$ cat config.mk
export PLATFORM = sky130hd
export DESIGN_NAME = mod_reduce_seq
export DESIGN_NICKNAME = d
export VERILOG_FILES = /design/src/rtl/mod_reduce_seq.sv
export SDC_FILE = /design/constraint.sdc
export NUM_CORES = 1
export LEC_CHECK = 0
export ABC_AREA = 1
export CAP_MARGIN = 10
export CORE_ASPECT_RATIO = 0.8
export CORE_MARGIN = 8
export CORE_UTILIZATION = 25
export DETAILED_ROUTE_END_ITERATION = 10
export SYNTH_ARGS = -nofsm -noshare
export SYNTH_HDL_FRONTEND = slang
export SYNTH_SLANG_ARGS = --single-unit
$ cat constraint.sdc
create_clock -name clk -period 5.7 [get_ports clk]
set_input_delay 0.855 -clock clk [delete_from_list [all_inputs] [get_ports clk]]
set_output_delay 0.855 -clock clk [all_outputs]
set_load 0.005 [all_outputs]
$ cat src/rtl/mod_reduce_seq.sv
// mod_reduce_seq: sequential MSB-first Horner reducer, returns i_x mod MODULUS.
//   clk, rst (async, active high)
//   i_valid/i_ready/i_x          operand handshake
//   o_valid/o_ready/o_residue    residue handshake; o_residue < MODULUS
//   o_busy                       high while reducing
module mod_reduce_seq #(
  parameter int unsigned MODULUS        = 997,
  parameter int unsigned IN_WIDTH       = 48,
  parameter int unsigned BITS_PER_CYCLE = 6,
  parameter int unsigned RES_WIDTH      = 10
) (
  input  logic                 clk,
  input  logic                 rst,
  input  logic                 i_valid,
  output logic                 i_ready,
  input  logic [IN_WIDTH-1:0]  i_x,
  output logic                 o_valid,
  input  logic                 o_ready,
  output logic [RES_WIDTH-1:0] o_residue,
  output logic                 o_busy
);

  localparam int unsigned BPC_SAFE = (BITS_PER_CYCLE == 0) ? 1 : BITS_PER_CYCLE;
  localparam int unsigned N        = IN_WIDTH / BPC_SAFE;
  localparam int unsigned CW       = (N > 1) ? $clog2(N) : 1;
  localparam logic [CW-1:0]      LAST = CW'(N - 1);
  localparam logic [RES_WIDTH:0] M_W  = MODULUS[RES_WIDTH:0];

  generate
    if ((BITS_PER_CYCLE == 0) || (BITS_PER_CYCLE > IN_WIDTH) ||
        ((IN_WIDTH % BPC_SAFE) != 0) || (MODULUS < 2) ||
        ((MODULUS >> RES_WIDTH) != 0)) begin : g_bad_param
      $error("mod_reduce_seq: illegal parameter combination");
    end
  endgenerate

  typedef enum logic [1:0] {S_IDLE, S_RUN, S_DONE} state_e;

  state_e                 state_q, state_d;
  logic [IN_WIDTH-1:0]    shreg_q, shreg_d;
  logic [RES_WIDTH-1:0]   acc_q, acc_d;
  logic [CW-1:0]          cnt_q, cnt_d;
  logic [RES_WIDTH-1:0]   res_q, res_d;

  logic [RES_WIDTH:0]     t;
  logic [RES_WIDTH-1:0]   acc_next;

  // One conditional subtract per bit keeps acc < M, since 2*acc+b <= 2M-1.
  always_comb begin
    t        = '0;
    acc_next = acc_q;
    for (int unsigned i = 0; i < BPC_SAFE; i++) begin
      t = {acc_next, shreg_q[IN_WIDTH-1-i]};
      if (t >= M_W) t = t - M_W;
      acc_next = t[RES_WIDTH-1:0];
    end
  end

  assign i_ready   = (state_q == S_IDLE) || ((state_q == S_DONE) && o_ready);
  assign o_valid   = (state_q == S_DONE);
  assign o_busy    = (state_q == S_RUN);
  assign o_residue = res_q;

  always_comb begin
    state_d = state_q;
    shreg_d = shreg_q;
    acc_d   = acc_q;
    cnt_d   = cnt_q;
    res_d   = res_q;
    unique case (state_q)
      S_IDLE: begin
        if (i_valid) begin
          shreg_d = i_x;
          acc_d   = '0;
          cnt_d   = '0;
          state_d = S_RUN;
        end
      end
      S_RUN: begin
        shreg_d = shreg_q << BPC_SAFE;
        acc_d   = acc_next;
        cnt_d   = cnt_q + 1'b1;
        if (cnt_q == LAST) begin
          res_d   = acc_next;
          state_d = S_DONE;
        end
      end
      S_DONE: begin
        // Output handshake and a new operand may coincide: reload with no bubble.
        if (o_ready) begin
          if (i_valid) begin
            shreg_d = i_x;
            acc_d   = '0;
            cnt_d   = '0;
            state_d = S_RUN;
          end else begin
            state_d = S_IDLE;
          end
        end
      end
      default: state_d = S_IDLE;
    endcase
  end

  always_ff @(posedge clk or posedge rst) begin
    if (rst) begin
      state_q <= S_IDLE;
      shreg_q <= '0;
      acc_q   <= '0;
      cnt_q   <= '0;
      res_q   <= '0;
    end else begin
      state_q <= state_d;
      shreg_q <= shreg_d;
      acc_q   <= acc_d;
      cnt_q   <= cnt_d;
      res_q   <= res_d;
    end
  end

endmodule

**Word-level counts from Yosys, hierarchy flattened**

Cells that the tools add are included.

- Bits of input ports: 52
- Output and inout port bits: 13
- Register bits after elaboration: 73
- Word-level logic and storage cells: 51

- Add/sub/neg operators: 7
- Eq/ne operators: 6
- Muxes and demuxes: 20
- Order comparisons: 6
- Reductions and logical operators: 7

Operators by type and width:

| kind | count |
|---|---|
| $pmux 48 s3 | 1 |
| $mux 48 | 2 |
| $mux 10 | 8 |
| $ge 11x10->1 const B | 6 |
| $sub 10x10->10 const B | 6 |
| $pmux 10 s3 | 1 |
| $pmux 3 s3 | 1 |
| $mux 2 | 3 |
| $mux 3 | 2 |
| $pmux 2 s3 | 1 |
| $ne 2x1->1 const B | 2 |
| $reduce_and 2->1 | 2 |
| $add 3x1->3 const B | 1 |
| $eq 3x3->1 const B | 1 |
| $reduce_and 3->1 | 1 |
| $reduce_bool 3->1 | 1 |
| $eq 2x1->1 const B | 1 |
| $eq 2x2->1 const B | 1 |
| $logic_not 2->1 | 1 |
| $ne 2x2->1 const B | 1 |
| $logic_and 1x1->1 | 1 |
| $logic_or 1x1->1 | 1 |
| $mux 1 | 1 |

**Logic depth before layout (Yosys ltp)**

Gate-level depths: netlist of run 1.

- Depth after elaboration: 13
- Gate-level depth with buffers: 51
- Mapped depth without buffers: 49

**Worst setup path before layout of run 1**

No wires, ideal clock.

- Path type: flip-flop to flip-flop
- Start: register acc_q[0]
- End: register res_q[9] (netlist: o_residue[9])
- Arrival time: 4638 ps
- Cell stages (with the launch flop): 47
- Path buffers: 6
- Slack: 944 ps
- Cell sequence: dfrtp_1 > inv_1 > ha_1 > inv_1 > nor2_1 > nand3_1 > nand3_2 > buf_6 > nand2_1 > nand2_1 > clkinv_1 > nand2_1 > nor2_2 > nand3_4 > nand2_4 > buf_6 > nand2_2 > nand2_4 > [... 11 more ...] > nand2_1 > inv_1 > ha_1 > nand3_1 > nor2_1 > nand2_2 > buf_4 > nand4_1 > nand2_2 > nor2_4 > nand2_1 > nor2_2 > nor2_4 > buf_6 > nand3_2 > nand2_1 > nand2_1 > nand2_1

- Longest elaborated chain between the ends: 12

Ends and longest elaborated chain:

| what | RTL line | text |
|---|---|---|
| start: declaration | 41 | `logic [RES_WIDTH-1:0] acc_q, acc_d;` |
| start signal: assignment | 109 | `acc_q <= '0;` |
| start signal: assignment | 115 | `acc_q <= acc_d;` |
| $sub 10x10->10 / $ge 11x10->1 (equally long branches) | 54 | `if (t >= M_W) t = t - M_W;` |
| $mux 10 (*) | 54 |  |
| $sub 10x10->10 / $ge 11x10->1 (equally long branches) | 54 |  |
| $mux 10 (*) | 54 |  |
| $sub 10x10->10 / $ge 11x10->1 (equally long branches) | 54 |  |
| $mux 10 (*) | 54 |  |
| $sub 10x10->10 / $ge 11x10->1 (equally long branches) | 54 |  |
| $mux 10 (*) | 54 |  |
| $sub 10x10->10 / $ge 11x10->1 (equally long branches) | 54 |  |
| $mux 10 (*) | 54 |  |
| $sub 10x10->10 / $ge 11x10->1 (equally long branches) | 54 |  |
| $mux 10 (*) | 54 |  |
| end signal: assignment | 117 | `res_q <= res_d;` |
| end: declaration | 43 | `logic [RES_WIDTH-1:0] res_q, res_d;` |

Mark *: on every way between the ends. The rest lies on a longest branch, timed or not.
A chain may end at the register's enable or synchronous reset.

**Worst setup path in the final report of run 1**

- Start: register acc_q[0]
- End: register res_q[6] (netlist: o_residue[6])

The elaborated chain is that of the path after synthesis.

==> results of run 1 <==
==> per-stage QoR <==
step / hold slack [ns] / instances / worst slack (ns) / util, % / area (µm²)
2_1_floorplan: 0.466 / 820 / 0.944 / - / 5640
3_3_place_gp: 0.473 / 1171 / 0.115 / 29.5 / 6580
3_5_place_dp: 0.467 / 1171 / -0.119 / 29.5 / 6580
4_1_cts: 0.496 / 1189 / 0.0120 / 30.8 / 6860
5_1_grt: 0.518 / 1210 / -0.0850 / 32.3 / 7210
6_report: 0.491 / 1210 / 0.366 / 32.3 / 7210
==> worst min-delay path, delay by kind of cell, from the launching register on <==
| kind | cells | cell delay [ns] |
|---|---|---|
| flops | 1 | 0.35 |
| simple gates | 2 | 0.10 |
==> routing by layer <==
layer | vias up | GRT usage (%) | part of all wire (%)
met5 | - | 0 | 0
met3 | 20 | 2.07 | 3.1
met1 | 2550 | 15.9 | 50
met4 | 0 | 2.70 | 1.3
met2 | 98 | 16.9 | 45
li1 | 2819 | - | -
==> worst paths after layout <==
kind | from | endpoint | slack, ns
worst min-delay path | o_residue[8] | o_residue[8] | 0.49
worst min register to register | o_residue[8] | o_residue[8] | 0.49
min in group asynchronous | rst | state_q[0] | 1.11
max in group asynchronous | rst | acc_q[3] | 3.93
worst max-delay path | acc_q[0] | o_residue[6] | 0.37
worst max register to register | acc_q[0] | o_residue[6] | 0.37
==> registers in the layout, indices dropped and copies added (netlist names) <==
register,flops
cnt_q,3
o_residue,10
shreg_q,48
acc_q,10
state_q,2
==> area by class of cell <==
cell class | count | share of cell area, %
tap | 306 | 5.31
multi-input combinational | 609 | 47.3
sequential | 73 | 25.4
timing repair buffer | 95 | 12.4
inverter | 111 | 5.78
clock buffer | 10 | 3.18
clock inverter | 6 | 0.590
==> cell families after synthesis <==
logic type                 Yosys count
buffers and inverters              141
and+or+nand+nor                    513
xor gates and xnor gates            17
DFF                                 73
adders and majority gates            6
AOI/OAI and AO/OA                   70
==> repair_timing <==
item,in CTS,in global routing
buffers inserted,2,18
setup endpoints to repair,20,20
cloned,0,3
gates resized for setup,0,45
pin swaps,1,19
==> Yosys cell counts (3+ instances only) <==
master,n
nand3_2,19
o21ai_0,8
nand2_4,8
ha_1,6
nor2_1,86
nor3_1,16
nand2_1,236
a211oi_1,4
nand4_1,20
nand3_1,70
nand2_2,35
a21oi_1,6
buf_2,4
nand3_4,3
nor2_4,6
a22o_1,4
clkbuf_1,15
clkinv_1,4
dfrtp_1,73
a221oi_1,16
o22ai_1,22
xnor2_1,3
xor2_1,14
inv_1,92
inv_2,15
buf_6,8
nor2_2,8
==> results_dict.tcl, run 1 <==
set metrics [dict create \
    cts_tree "yes" \
    rows 49 \
    ant_nets 0 \
    synth_cells 820 \
    grt_max_degree 74 \
    crit_path_end_kind "flip-flop" \
    path_depth 40 \
    final_common_cell "nand2_1" \
    final_cell_mix "nand2_1 (229), inv_1 (90), nor2_1 (79)" \
    dp_hpwl_um 11300 \
    nFillCells 2394 \
    status "finished, final reports clean" \
    n_antenna_cell 0 \
    setup_violations 0 \
    critPathMaxStageDelay_ns 0.41 \
    slew-limit-headroom_pct 38.2 \
    rr_worst_depth 40 \
    start_kind "flip-flop" \
    clock_sinks 73 \
    vias 5487 \
    portBuffers 64 \
    drtIter0Drc 431 \
    drc 0 \
    netlist.area_leader.share_pct 32.4 \
    post-route-min-period_ns 5.33 \
    fin_nets 957 \
    synth_cell_types 42 \
    hold_viol 0 \
    cp_max_fo 10 \
    synth_ff_type "dfrtp_1" \
    overflow 0 \
    cts.reportedPaths.clkPinSlew_ns 0.06 \
    insertion_delay_ns 0.34 \
    antenna_found_initial 0 \
    synth-seq-cells 73 \
    grt_usage_pct 11.1 \
    final_layout_size_suffix_gt1_share_pct 19.2 \
    die_x_um 184 \
    root_buffer "clkbuf_16" \
    drv_slew 0 \
    path_common_cell "nand2_2" \
    first_pass_iters 5 \
    synth.avg_cell_area_um2 6.88 \
    worst_path_max_delay_cell "dfrtp_1" \
    numCtsBuffers 9 \
    maxCapViolCount 0 \
    arrival_ns 5.56 \
    synth_nets 878 \
    netlist_top_cells_area "dfrtp_1 (32%), nand2_1 (16%), nand3_1 (6.2%)" \
    gp_congestion 0.849 \
    synth-simple-area-share_pct 44.1 \
    synth.cell_area_um2 5640 \
    critPathBufInv 9 \
    synth_enable_flop_cells 0 \
    period_share_pct 93.6 \
    multiInputGateArea_um2 3410 \
    holdCritPathClass "flip-flop to flip-flop" \
    max_freq_mhz 187 \
    crit_required_ns 5.93 \
    synth_seq_area_share_pct 32.4 \
    initial_core_util_pct 25.3 \
    grt_pass1_vias 5094 \
    skew_ns 0.00772 \
    ys_warn_count 0 \
    synth_top_cell_by_area "dfrtp_1" \
    cpLargestDelayFamily "simple AND/OR/NAND/NOR gates" \
    fp.dieH_um 150 \
    io_pins 65 \
    register_area_um2 1830 \
    grt_pass1_wl_um 25400 \
    hold_buffers 0 \
    async_flop_share_pct 100 \
    synth_xor_area_share_pct 2.64 \
    synth-compound-area-share_pct 8.96 \
    avgViaCountPerCell 4.53 \
    criticalPathCategory "flip-flop to flip-flop" \
    areaGrowthSynthToFinish_pct 27.8 \
    tightest_slew_ns 0.927 \
    synth_top_family_by_area "simple AND/OR/NAND/NOR gates" \
    drt-wirelength-per-cell_um 12.9 \
    die_area_um2 27700 \
    cts_max_level 3 \
    synthAdderAreaFrac_pct 1.33 \
    synthMuxAreaShare_pct 0 \
    fin_tns_setup_ns 0 \
    holdPathStages 2 \
    clockBufferDepth 2 \
    core_area_um2 22300 \
    routed_wl_um 15700 \
]
Power of run 1 is not shown: default switching activity piles up to over one toggle a cycle in this logic, so the estimate is an artifact.
==> run 2, diff against run 1 <==
HOLD_SLACK_MARGIN = 0.05   (was not set)
==> results of run 2 <==
Final layout, timing and power as in run 1 (identical DEF).
Power of run 2 is left out for the same reason.
